**src/rtl/spawn_pos_scheduler_pkg.sv**
```systemverilog
// Shared constants, FSM encoding and LFSR step helpers for the spawn position server.
package spawn_pos_scheduler_pkg;

  localparam int SCR_X_MAX = 640;
  localparam int SCR_Y_MAX = 480;
  localparam int X_W       = 10;
  localparam int Y_W       = 9;

  // Feedback taps for x^10+x^7+1 and x^9+x^5+1 in a right-shifting register
  localparam int X_TAP = 3;
  localparam int Y_TAP = 4;

  typedef enum logic [1:0] {
    ST_IDLE = 2'd0,
    ST_DRAW = 2'd1,
    ST_DONE = 2'd2
  } state_t;

  function automatic logic [X_W-1:0] lfsr_x_step(input logic [X_W-1:0] x);
    return {x[0] ^ x[X_TAP], x[X_W-1:1]};
  endfunction

  function automatic logic [Y_W-1:0] lfsr_y_step(input logic [Y_W-1:0] y);
    return {y[0] ^ y[Y_TAP], y[Y_W-1:1]};
  endfunction

endpackage

```
**src/rtl/spawn_pos_scheduler_lfsr_pair.sv**
```systemverilog
// Paired x/y LFSRs with synchronous seed load; an all-zero seed is forced to 1 so the
// registers can never lock up.
module spawn_lfsr_pair
  import spawn_pos_scheduler_pkg::*;
#(
  parameter logic [X_W-1:0] SEED_X = 10'h2A5,
  parameter logic [Y_W-1:0] SEED_Y = 9'h0C3
) (
  input  logic           clk,
  input  logic           clr_n,
  input  logic           step,
  input  logic           load,
  input  logic [X_W-1:0] load_x,
  input  logic [Y_W-1:0] load_y,
  output logic [X_W-1:0] x,
  output logic [Y_W-1:0] y
);

  logic [X_W-1:0] r_x;
  logic [Y_W-1:0] r_y;
  logic [X_W-1:0] w_load_x;
  logic [Y_W-1:0] w_load_y;

  assign w_load_x = (load_x == '0) ? X_W'(1) : load_x;
  assign w_load_y = (load_y == '0) ? Y_W'(1) : load_y;

  always_ff @(posedge clk) begin
    if (!clr_n) begin
      r_x <= SEED_X;
      r_y <= SEED_Y;
    end else if (load) begin
      r_x <= w_load_x;
      r_y <= w_load_y;
    end else if (step) begin
      r_x <= lfsr_x_step(r_x);
      r_y <= lfsr_y_step(r_y);
    end
  end

  assign x = r_x;
  assign y = r_y;

endmodule

```
**src/rtl/spawn_pos_scheduler.sv**
```systemverilog
// Round-robin random-position server: grants one requester at a time an on-screen
// (x,y) drawn from the LFSR pair, retrying out-of-range samples before folding them.
module spawn_pos_scheduler
  import spawn_pos_scheduler_pkg::*;
#(
  parameter int             NUM_REQ   = 4,
  parameter int             ID_W      = 2,
  parameter int             X_MAX     = SCR_X_MAX,
  parameter int             Y_MAX     = SCR_Y_MAX,
  parameter int             MAX_TRIES = 8,
  parameter logic [X_W-1:0] SEED_X    = 10'h2A5,
  parameter logic [Y_W-1:0] SEED_Y    = 9'h0C3
) (
  input  logic               clk,
  input  logic               clr_n,
  input  logic [NUM_REQ-1:0] req,
  input  logic               seed_load,
  input  logic [X_W-1:0]     seed_x,
  input  logic [Y_W-1:0]     seed_y,
  output logic [NUM_REQ-1:0] ack,
  output logic [ID_W-1:0]    grant_id,
  output logic [X_W-1:0]     pos_x,
  output logic [Y_W-1:0]     pos_y,
  output logic               pos_valid,
  output logic               fallback,
  output logic               busy
);

  localparam int             TRY_W = $clog2(MAX_TRIES + 1);
  localparam logic [X_W:0]   X_LIM = X_MAX[X_W:0];
  localparam logic [Y_W:0]   Y_LIM = Y_MAX[Y_W:0];
  localparam logic [ID_W:0]  N_LIM = NUM_REQ[ID_W:0];

  state_t             r_state;
  logic [NUM_REQ-1:0] r_ack;
  logic [ID_W-1:0]    r_grant_id;
  logic [ID_W-1:0]    r_rr_ptr;
  logic [TRY_W-1:0]   r_tries;
  logic [X_W-1:0]     r_pos_x;
  logic [Y_W-1:0]     r_pos_y;
  logic               r_pos_valid;
  logic               r_fallback;
  logic               r_busy;

  logic [X_W-1:0]     w_lfsr_x;
  logic [Y_W-1:0]     w_lfsr_y;
  logic               w_step;
  logic               w_load;
  logic               w_grant_found;
  logic [ID_W-1:0]    w_grant_idx;
  logic [ID_W:0]      w_rr_sum;
  logic [ID_W-1:0]    w_rr_idx;
  logic [TRY_W-1:0]   w_tries_inc;
  logic               w_last_try;
  logic               w_in_range;
  logic               w_x_over;
  logic               w_y_over;
  logic [X_W-1:0]     w_fb_x;
  logic [Y_W-1:0]     w_fb_y;
  logic [ID_W-1:0]    w_ptr_next;

  assign w_step = (r_state == ST_DRAW);
  assign w_load = (r_state == ST_IDLE) && seed_load;

  spawn_lfsr_pair #(
    .SEED_X (SEED_X),
    .SEED_Y (SEED_Y)
  ) u_lfsr (
    .clk    (clk),
    .clr_n  (clr_n),
    .step   (w_step),
    .load   (w_load),
    .load_x (seed_x),
    .load_y (seed_y),
    .x      (w_lfsr_x),
    .y      (w_lfsr_y)
  );

  // Scan from the highest offset down so the nearest set bit at/after the pointer wins
  always_comb begin
    w_grant_found = 1'b0;
    w_grant_idx   = '0;
    w_rr_sum      = '0;
    w_rr_idx      = '0;
    for (int i = NUM_REQ - 1; i >= 0; i--) begin
      w_rr_sum = {1'b0, r_rr_ptr} + i[ID_W:0];
      if (w_rr_sum >= N_LIM) begin
        w_rr_sum = w_rr_sum - N_LIM;
      end
      w_rr_idx = w_rr_sum[ID_W-1:0];
      if (req[w_rr_idx]) begin
        w_grant_found = 1'b1;
        w_grant_idx   = w_rr_idx;
      end
    end
  end

  assign w_tries_inc = r_tries + TRY_W'(1);
  assign w_last_try  = (w_tries_inc == TRY_W'(MAX_TRIES));
  assign w_x_over    = ({1'b0, w_lfsr_x} >= X_LIM);
  assign w_y_over    = ({1'b0, w_lfsr_y} >= Y_LIM);
  assign w_in_range  = !w_x_over && !w_y_over;
  assign w_fb_x      = w_x_over ? {1'b0, w_lfsr_x[X_W-2:0]} : w_lfsr_x;
  assign w_fb_y      = w_y_over ? (w_lfsr_y - Y_W'(256)) : w_lfsr_y;
  assign w_ptr_next  = (r_grant_id == ID_W'(NUM_REQ - 1)) ? '0 : r_grant_id + ID_W'(1);

  always_ff @(posedge clk) begin
    if (!clr_n) begin
      r_state     <= ST_IDLE;
      r_ack       <= '0;
      r_grant_id  <= '0;
      r_rr_ptr    <= '0;
      r_tries     <= '0;
      r_pos_x     <= '0;
      r_pos_y     <= '0;
      r_pos_valid <= 1'b0;
      r_fallback  <= 1'b0;
      r_busy      <= 1'b0;
    end else begin
      case (r_state)
        ST_IDLE: begin
          // A seed write takes this cycle; any pending request is picked up next cycle
          if (!seed_load && w_grant_found) begin
            r_grant_id <= w_grant_idx;
            r_tries    <= '0;
            r_busy     <= 1'b1;
            r_state    <= ST_DRAW;
          end
        end
        ST_DRAW: begin
          r_tries <= w_tries_inc;
          if (w_in_range || w_last_try) begin
            r_pos_x     <= w_in_range ? w_lfsr_x : w_fb_x;
            r_pos_y     <= w_in_range ? w_lfsr_y : w_fb_y;
            r_fallback  <= !w_in_range;
            r_ack       <= NUM_REQ'(1) << r_grant_id;
            r_pos_valid <= 1'b1;
            r_state     <= ST_DONE;
          end
        end
        ST_DONE: begin
          r_ack       <= '0;
          r_pos_valid <= 1'b0;
          r_busy      <= 1'b0;
          r_rr_ptr    <= w_ptr_next;
          r_state     <= ST_IDLE;
        end
        default: begin
          r_state <= ST_IDLE;
        end
      endcase
    end
  end

  assign ack       = r_ack;
  assign grant_id  = r_grant_id;
  assign pos_x     = r_pos_x;
  assign pos_y     = r_pos_y;
  assign pos_valid = r_pos_valid;
  assign fallback  = r_fallback;
  assign busy      = r_busy;

endmodule

```
**config.mk**
```make
export PLATFORM = sky130hd
export DESIGN_NAME = spawn_pos_scheduler
export DESIGN_NICKNAME = d
export VERILOG_FILES = /design/src/rtl/spawn_pos_scheduler_pkg.sv /design/src/rtl/spawn_pos_scheduler_lfsr_pair.sv /design/src/rtl/spawn_pos_scheduler.sv
export SDC_FILE = /design/constraint.sdc
export NUM_CORES = 1
export LEC_CHECK = 0
export CELL_PAD_IN_SITES_DETAIL_PLACEMENT = 0
export CELL_PAD_IN_SITES_GLOBAL_PLACEMENT = 1
export CORE_MARGIN = 2
export CORE_UTILIZATION = 41
export DETAILED_ROUTE_END_ITERATION = 12
export PLACE_DENSITY = 0.83
export REMOVE_ABC_BUFFERS = 1
export SYNTH_ARGS = -nofsm -noshare
export SYNTH_HDL_FRONTEND = slang
export SYNTH_HIERARCHICAL = 1
export SYNTH_SLANG_ARGS = --single-unit
```
**constraint.sdc**
```tcl
create_clock -name clk -period 2.55 [get_ports clk]
set_clock_uncertainty 0.1 [all_clocks]
set_input_delay 0.51 -clock clk [delete_from_list [all_inputs] [get_ports clk]]
set_output_delay 0.51 -clock clk [all_outputs]
set_load 0.01 [all_outputs]
```
After elaboration in Yosys (flattened, before gate mapping)
Index checks and enable logic that the tools add are counted.
{"block": "op_classes", "add_sub_neg": 10, "multipliers": 0, "n_div": 0, "magnitude_cmp": 10, "eq_ne": 6, "n_shift": 1, "mux": 42, "n_bitwise": 2, "n_reduce_logical": 21}
{"operator": "2-to-1 mux 10 bit", "n": 5}
{"operator": "2-to-1 mux 9 bit", "n": 5}
{"operator": "2-to-1 mux 2 bit", "n": 11}
{"operator": "one-hot mux 4 bit (2 select lines)", "n": 2}
{"operator": "< comparator 2 x 3 -> 1 bit (second input constant)", "n": 4}
{"operator": "AND reduction 2 bit", "n": 6}
{"operator": ">= comparator 10 bit (second input constant)", "n": 1}
{"operator": "zero test 10 bit", "n": 1}
{"operator": "2-to-1 mux 1 bit", "n": 10}
{"operator": ">= comparator 3 bit (second input constant)", "n": 3}
{"operator": ">= comparator 9 bit (second input constant)", "n": 1}
{"operator": "zero test 9 bit", "n": 1}
{"operator": "subtractor 9 bit (second input constant)", "n": 1}
{"operator": "binary-select mux 1 bit (select 2 bit)", "n": 4}
{"operator": "2-to-1 mux 4 bit", "n": 2}
{"operator": "nonzero test 2 bit", "n": 4}
{"operator": "subtractor 2 x 1 -> 2 bit (second input constant)", "n": 4}
{"operator": "adder 2 x 2 -> 3 bit (second input constant)", "n": 2}
{"operator": "adder 4 x 1 -> 4 bit (second input constant)", "n": 1}
{"operator": "equality test 2 bit (second input constant)", "n": 2}
{"operator": "equality test 4 bit (second input constant)", "n": 1}
{"operator": "zero test 1 bit", "n": 4}
{"operator": "one-hot mux 1 bit (2 select lines)", "n": 2}
{"operator": "one-hot mux 2 bit (2 select lines)", "n": 1}
{"operator": "other kinds (11)", "n": 14}
{"block": "word_totals", "regBits": 55, "latch_bits": 0, "ram_bits": 0, "romBits": 0, "in_bits": 26, "output_inout_bits": 28, "elab_cells": 104, "memories": 0}

Depth between registers and ports, before layout
Gate-level depths: netlist (run 1).
{"block": "logic_depth", "depth_word": 12, "ltp_mapped": 7, "ltp_nobuf": 5}

Cells and area by module
Netlist (run 1), hierarchy kept.
{"module": "spawn_pos_scheduler", "instances": 1, "cells_each": 185, "area_each_um2": 1652.8}
{"module": "spawn_lfsr_pair", "instances": 1, "cells_each": 96, "area_each_um2": 944.7}

Worst setup path after synthesis (run 1)
OpenSTA, ideal clock, no wires.
{"block": "synth_path", "kind": "input -> register", "from": "input port req[1]", "to": "register r_tries[0]", "setup_time_ns": 0.064, "arrival_ns": 1.521, "setup_slack_ns": 0.865, "path_stages": 4, "n_path_buf": 0, "cell_sequence": "or4_4 -> a21o_1 -> mux2_4 -> nor2_2"}
{"block": "synth_between", "elab_chain_len": 9, "word_cells_on_any_way": 15}
{"element": "start, declared", "line": "spawn_pos_scheduler.sv:16", "source": "input logic [NUM_REQ-1:0] req,"}
{"element": "binary-select mux 1 bit (select 2 bit)", "line": "spawn_pos_scheduler.sv:91", "source": "if (req[w_rr_idx]) begin"}
{"element": "2-to-1 mux 1 bit (not written as such)", "line": "spawn_pos_scheduler.sv:91"}
{"element": "2-to-1 mux 1 bit (3 in series)", "line": "spawn_pos_scheduler.sv:91"}
{"element": "2-to-1 mux 1 bit (*)", "line": "spawn_pos_scheduler.sv:91"}
{"element": "logical AND 1 bit (*)", "line": "spawn_pos_scheduler.sv:123", "source": "if (!seed_load && w_grant_found) begin"}
{"element": "inequality test 2 x 1 -> 1 bit (no line) (*)"}
{"element": "AND reduction 2 bit (no line) (*)"}
{"element": "end signal, assigned", "line": "spawn_pos_scheduler.sv:131", "source": "r_tries <= w_tries_inc;"}
{"element": "end, declared", "line": "spawn_pos_scheduler.sv:38", "source": "logic [TRY_W-1:0] r_tries;"}
Mark *: on every way between the ends. The rest lies on a longest branch, timed or not. The select of a mux whose other input is x is not followed.
A chain may end at the register's enable or synchronous reset.

Worst setup path in the final report (run 1)
Ends and elaborated chain as after synthesis.

==> results of run 1 <==
through the flow:
step / util, % / worst slack, ns / power [mW] / hold slack (ns) / cell area [um2]
6_report: 53.9 / 0.630 / 1.84 / 0.361 / 3250
5_1_grt: 53.9 / 0.485 / 1.95 / 0.390 / 3250
3_5_place_dp: 52.5 / 0.310 / 1.38 / 0.345 / 3160
4_1_cts: 53.9 / 0.617 / 1.86 / 0.364 / 3250
2_1_floorplan: - / 0.561 / 1.22 / 0.339 / 2490
3_3_place_gp: 52.5 / 0.328 / 1.38 / 0.341 / 3160
final cells by class:
class                      instances  area [um2]
fill                             572        2780
multi-input combinational        203        1360
sequential                        55        1100
timing repair buffer              58         576
tap                               75        93.8
clock buffer                       5        68.8
inverter                           6        27.5
clock inverter                     3        20.0
worst max-delay path by stage:
stage,start,to,slack (ns),cells past startpoint
after floorplan,seed_load,u_lfsr/y[0]$_SDFFE_PN1P_,0.56,4
after global placement,req[1],r_tries[0]$_SDFFE_PN0P_,0.33,5
after detailed placement,req[1],r_tries[0]$_SDFFE_PN0P_,0.31,5
after CTS,grant_id[0]$_SDFFE_PN0P_,grant_id[0],0.62,1
after global routing,r_state[1]$_SDFFE_PN0P_,u_lfsr/x[5]$_SDFFE_PN1P_,0.49,6
final,req[1],r_tries[0]$_SDFFE_PN0P_,0.63,5
layer usage:
metal / share of wire [%] / routed length (um)
met1: 48 / 2520
met4: 0.80 / 42
met2: 47 / 2470
met3: 3.5 / 184
met5: 0 / 0
sequential cells by signal, indices dropped and copies added (netlist names):
register	cells
r_state	2
r_tries	4
pos_valid	1
u_lfsr/y	9
r_rr_ptr	2
busy	1
pos_y	9
ack	4
pos_x	10
grant_id	2
u_lfsr/x	10
fallback	1
placed cells by master, fill, tap and decap left out, drive strengths merged, types with 3 or more instances in the layout:
| cell | n |
|---|---|
| nand2 | 63 |
| nor4 | 3 |
| nand2b | 3 |
| nor3 | 4 |
| nand3 | 13 |
| ha | 5 |
| o211a | 10 |
| mux2 | 7 |
| o21ai | 7 |
| a21oi | 9 |
| inv | 4 |
| a211oi | 3 |
| clkdlybuf4s50 | 52 |
| dfxtp | 55 |
| buf | 6 |
| clkinv | 3 |
| nor2 | 10 |
| mux2i | 39 |
| nor2b | 4 |
| clkbuf | 5 |
kinds of logic after synthesis:
kind of cell,after synthesis,synth area share (%)
fa+ha+maj,5,2.41
xor+xnor,2,0.674
simple gates,109,19.4
buf+inv,23,5.11
flops,55,42.4
compound gates,41,11.9
mux,46,18.2
worst max-delay path, cell delays in order:
cell and delay [ns]:
clkdlybuf4s50_1 0.47, or4_4 0.57, a21o_1 0.18, mux2_4 0.26, nor2_2 0.07
where the power goes:
part	internal, mW	switching, mW
Sequential	0.921	0.0531
Combinational	0.205	0.180
Clock	0.192	0.289
==> results.cfg, run 1 <==
[status]
status = complete, no violations

[cts]
numCtsBuffers = 5
post_cts_resized = 0
cts.sinks = 55
cts_tree = built
clk_pin_slew_ns = 0.10
ctsHoldBuffers = 0
root_buffer = clkbuf_8
cts_buffer_depth = 2
htree_levels = 2
postCtsSetupBuffers = 0
clk_latency_ns = 0.31

[routing]
viasPerCell = 5.16
drc = 0
vias = 2089
routedWlPerCell_um = 12.9
antenna_left = 0
drt-total-wl_um = 5220
first_pass_iters = 4
drtIter0Drc = 91

[final_layout]
final_nets = 360
layoutNonFillerInstCount = 405
drive_gt1_share_pct = 9.09
insertedDiodeCount = 0
area_delta_synth_final_pct = 25.1

[worst_setup_path]
required_ns = 2.69
cp-end-kind = flop
r2r_cells = 6
crit_type = primary input to flop
r2r-end = u_lfsr/x[7]$_SDFFE_PN1P_
reg2reg_slack_ns = 0.63
rr_startpoint = r_state[1]$_SDFFE_PN0P_
cp-start-kind = primary input
arrival_ns = 2.07
crit_fanout = 5

[yosys]
synth_seq_area_share_pct = 42.4
yosys-top-cells-count = nand2_1 (62), dfxtp_1 (55), mux2i_1 (39)
synth_area_per_cell_um2 = 9.24
yosysWarnings = 6
synthArstFlopShare_pct = 0
synth_top_cell_area_share_pct = 42.4
netlist_instances = 281
yosys_register_bits = 55
synth_edf_count = 0
yosys-top-cells-area = dfxtp_1 (42%), mux2i_1 (15%), nand2_1 (9.0%)
synth_top_flop_cell = dfxtp_1
synth_cell_type_count = 47
post-synth-top-area-cell = dfxtp_1
syn_area_mm2 = 0.00260
yosysMostFrequentCell = nand2_1

[grt]
grt_pass1_vias = 1982
grt_max_degree = 30
globalRouteOverflowTotal = 0
globalRouteMet1Util_pct = 19.5
gr-usage-all-layers_pct = 15.3
antenna_found_initial = 0
grt_pass1_wl_um = 9050
met2_usage_pct = 26.3
use_met3_pct = 3.66
grt-busiest-layer = met2

[timing]
relSlewSlack_pct = 69.9
fmax_mhz = 521
setup_tns_ns = 0
period_needed_ns = 1.92
report.final.slew_viol_count = 0
grt_setup_unrepaired = false
worst_slew_pin_slew_ns = 0.450
fin_crit_sh_pct = 75.3
hold_viol = 0
setup_viol_count_final = 0

[die]
dieArea_mm2 = 0.00699
dieHeight_um = 83.6
fp.dieW_um = 83.6
num_io_pins = 54
num_rows = 28
initial_utilization_pct = 43.1
core_area_mm2 = 0.00603

[placement]
routabilityCongestion = 0.746
dpl.hpwl_um = 3650
port_buffers = 53
dp.cells = 397

[worst_hold_path]
hold_start = pos_y[5]$_SDFFE_PN0P_
min_path_type = flop to flop
min_delay_worst_endpoint = pos_y[5]$_SDFFE_PN0P_
holdPathStages = 2

[pwr]
p_leak_nw = 1.29
p_per_area_mw_per_mm2 = 566
vdd_ir_drop_max_mv = 0.316

[run]
cap_violations = 0
No activity file was read; power rests on OpenSTA's default activity.
==> run 2: changes to the inputs <==
Settings changed: CORE_UTILIZATION 41 to 38, PLACE_DENSITY 0.83 to 0.78.
Clock period 2.55 ns to 1.8 ns, I/O delays scaled along.
==> results.cfg, run 2 (same netlist as run 1, synthesis figures left out) <==
[worst_hold_path]
min_path_type = primary input to flop
holdPathStages = 3

[placement]
port_buffers = 53
dpl.hpwl_um = 3880
routabilityCongestion = 0.766

[pwr]
p_comb_share_pct = 22.3
p_leak_nw = 1.38
seqPwrFrac_pct = 51.3
switchingPower_mw = 0.737
power.internal_mw = 1.95
vdd_ir_drop_max_mv = 0.383
clkPwrFrac_pct = 26.4
totalPowerFinal_mw = 2.69
sw_frac_of_total_pct = 27.4
p_per_area_mw_per_mm2 = 791

[worst_setup_path]
crit_path_start = req[0]
required_ns = 1.94
crit_type = primary input to flop
r2r-end = pos_valid$_SDFFE_PN0P_
worstSetupEndpoint = r_tries[0]$_SDFFE_PN0P_
crit_fanout = 4
cp-start-kind = primary input
r2r_cells = 6
reg2reg_slack_ns = 0.13
rr_startpoint = r_state[1]$_SDFFE_PN0P_
arrival_ns = 1.88
cp-end-kind = flop

[die]
dieArea_mm2 = 0.00751
num_io_pins = 54
num_rows = 30
core_area_mm2 = 0.00672
dieHeight_um = 86.7
initial_utilization_pct = 38.7
fp.dieW_um = 86.7

[final_layout]
insertedDiodeCount = 0
final_core_util_pct = 50.6
multi_input_area_mm2 = 0.00136
seqCellArea_mm2 = 0.00110
drive_gt1_share_pct = 13.1
area_delta_synth_final_pct = 30.8
nFillCells = 673
final_cell_mix = nand2_1 (62), dfxtp_1 (54), clkdlybuf4s50_1 (52)
mostFrequentLayoutCell = nand2_1
final_nets = 375

[cts]
clk_pin_slew_ns = 0.09
cts.sinks = 55
cts_buffer_depth = 2
clk_latency_ns = 0.30
ctsHoldBuffers = 0
cts_tree = built
numCtsBuffers = 5
htree_levels = 2
root_buffer = clkbuf_8

[routing]
viasPerCell = 4.95
drc = 0
routedWlPerCell_um = 12.7
drt-total-wl_um = 5380
vias = 2100
antenna_left = 0
first_pass_iters = 4
drtIter0Drc = 68

[grt]
globalRouteOverflowTotal = 0
gr-usage-all-layers_pct = 15.2
grt_pass1_vias = 1977
antenna_found_initial = 0
grt_max_degree = 46
grt_pass1_wl_um = 9160

[run]
cap_violations = 0

[timing]
setup_tns_ns = 0
worst_slew_pin_slew_ns = 0.354
setup_viol_count_final = 0
hold_viol = 0
report.final.slew_viol_count = 0
period_needed_ns = 1.74
fin_crit_sh_pct = 96.5
grt_setup_unrepaired = false
fmax_mhz = 576
fin_worst_hold_slack_ns = 0.350
relSlewSlack_pct = 76.4

[status]
status = complete, no violations
[run 2: metal layers]
| metal | routed length (um) | global-route usage, % |
|---|---|---|
| met4 | 30 | 4.26 |
| met3 | 239 | 3.43 |
| met5 | 0 | 0 |
| met1 | 2610 | 20.0 |
| met2 | 2500 | 24.9 |
[run 2: worst min-delay path by stage]
| stage | start | end | slack (ns) |
|---|---|---|---|
| 5_1_grt | clr_n | ack[3]$_SDFFE_PN0P_ | 0.35 |
| 3_3_place_gp | pos_x[5]$_SDFFE_PN0P_ | pos_x[5]$_SDFFE_PN0P_ | 0.34 |
| 3_5_place_dp | pos_x[2]$_SDFFE_PN0P_ | pos_x[2]$_SDFFE_PN0P_ | 0.35 |
| 4_1_cts | clr_n | r_tries[3]$_SDFFE_PN0P_ | 0.34 |
| 6_report | clr_n | r_tries[3]$_SDFFE_PN0P_ | 0.35 |
| 2_1_floorplan | clr_n | u_lfsr/x[2]$_SDFFE_PN1P_ | 0.32 |
[run 2: what timing repair did]
item,CTS,global route
buffers inserted,0,0
endpoints found under the hold margin,0,0
setup endpoints to repair,0,1
resized for setup,0,1
[run 2: area by class of cell]
type / instances / share of cell area, %
clock buffer: 6 / 2.43
clock inverter: 1 / 0.258
inverter: 6 / 0.810
multi-input combinational: 203 / 40.1
sequential: 55 / 32.4
tap: 80 / 2.95
timing repair buffer: 73 / 21.0
[run 2: worst max-delay path, cell delays in order]
cell and delay (ns):
clkdlybuf4s50_1 0.46, or4_4 0.55, a21o_1 0.19, mux2_4 0.26, nor2_2 0.06
[run 2: per-stage QoR]
step / cells / area, um2 / setup slack, ns
2_1_floorplan: 264 / 2490 / -0.0389
3_3_place_gp: 417 / 3310 / -0.221
3_5_place_dp: 417 / 3310 / -0.248
4_1_cts: 424 / 3400 / 0.0220
5_1_grt: 424 / 3400 / 0.00925
6_report: 424 / 3400 / 0.0636
[run 2: power by group through the flow]
stage / Clock [mW] / Combinational [mW] / Sequential, mW
6_report: 0.709 / 0.599 / 1.38
5_1_grt: 0.792 / 0.665 / 1.39
4_1_cts: 0.749 / 0.607 / 1.38
3_5_place_dp: 0 / 0.604 / 1.41
3_3_place_gp: 0 / 0.598 / 1.41
2_1_floorplan: 0 / 0.321 / 1.40
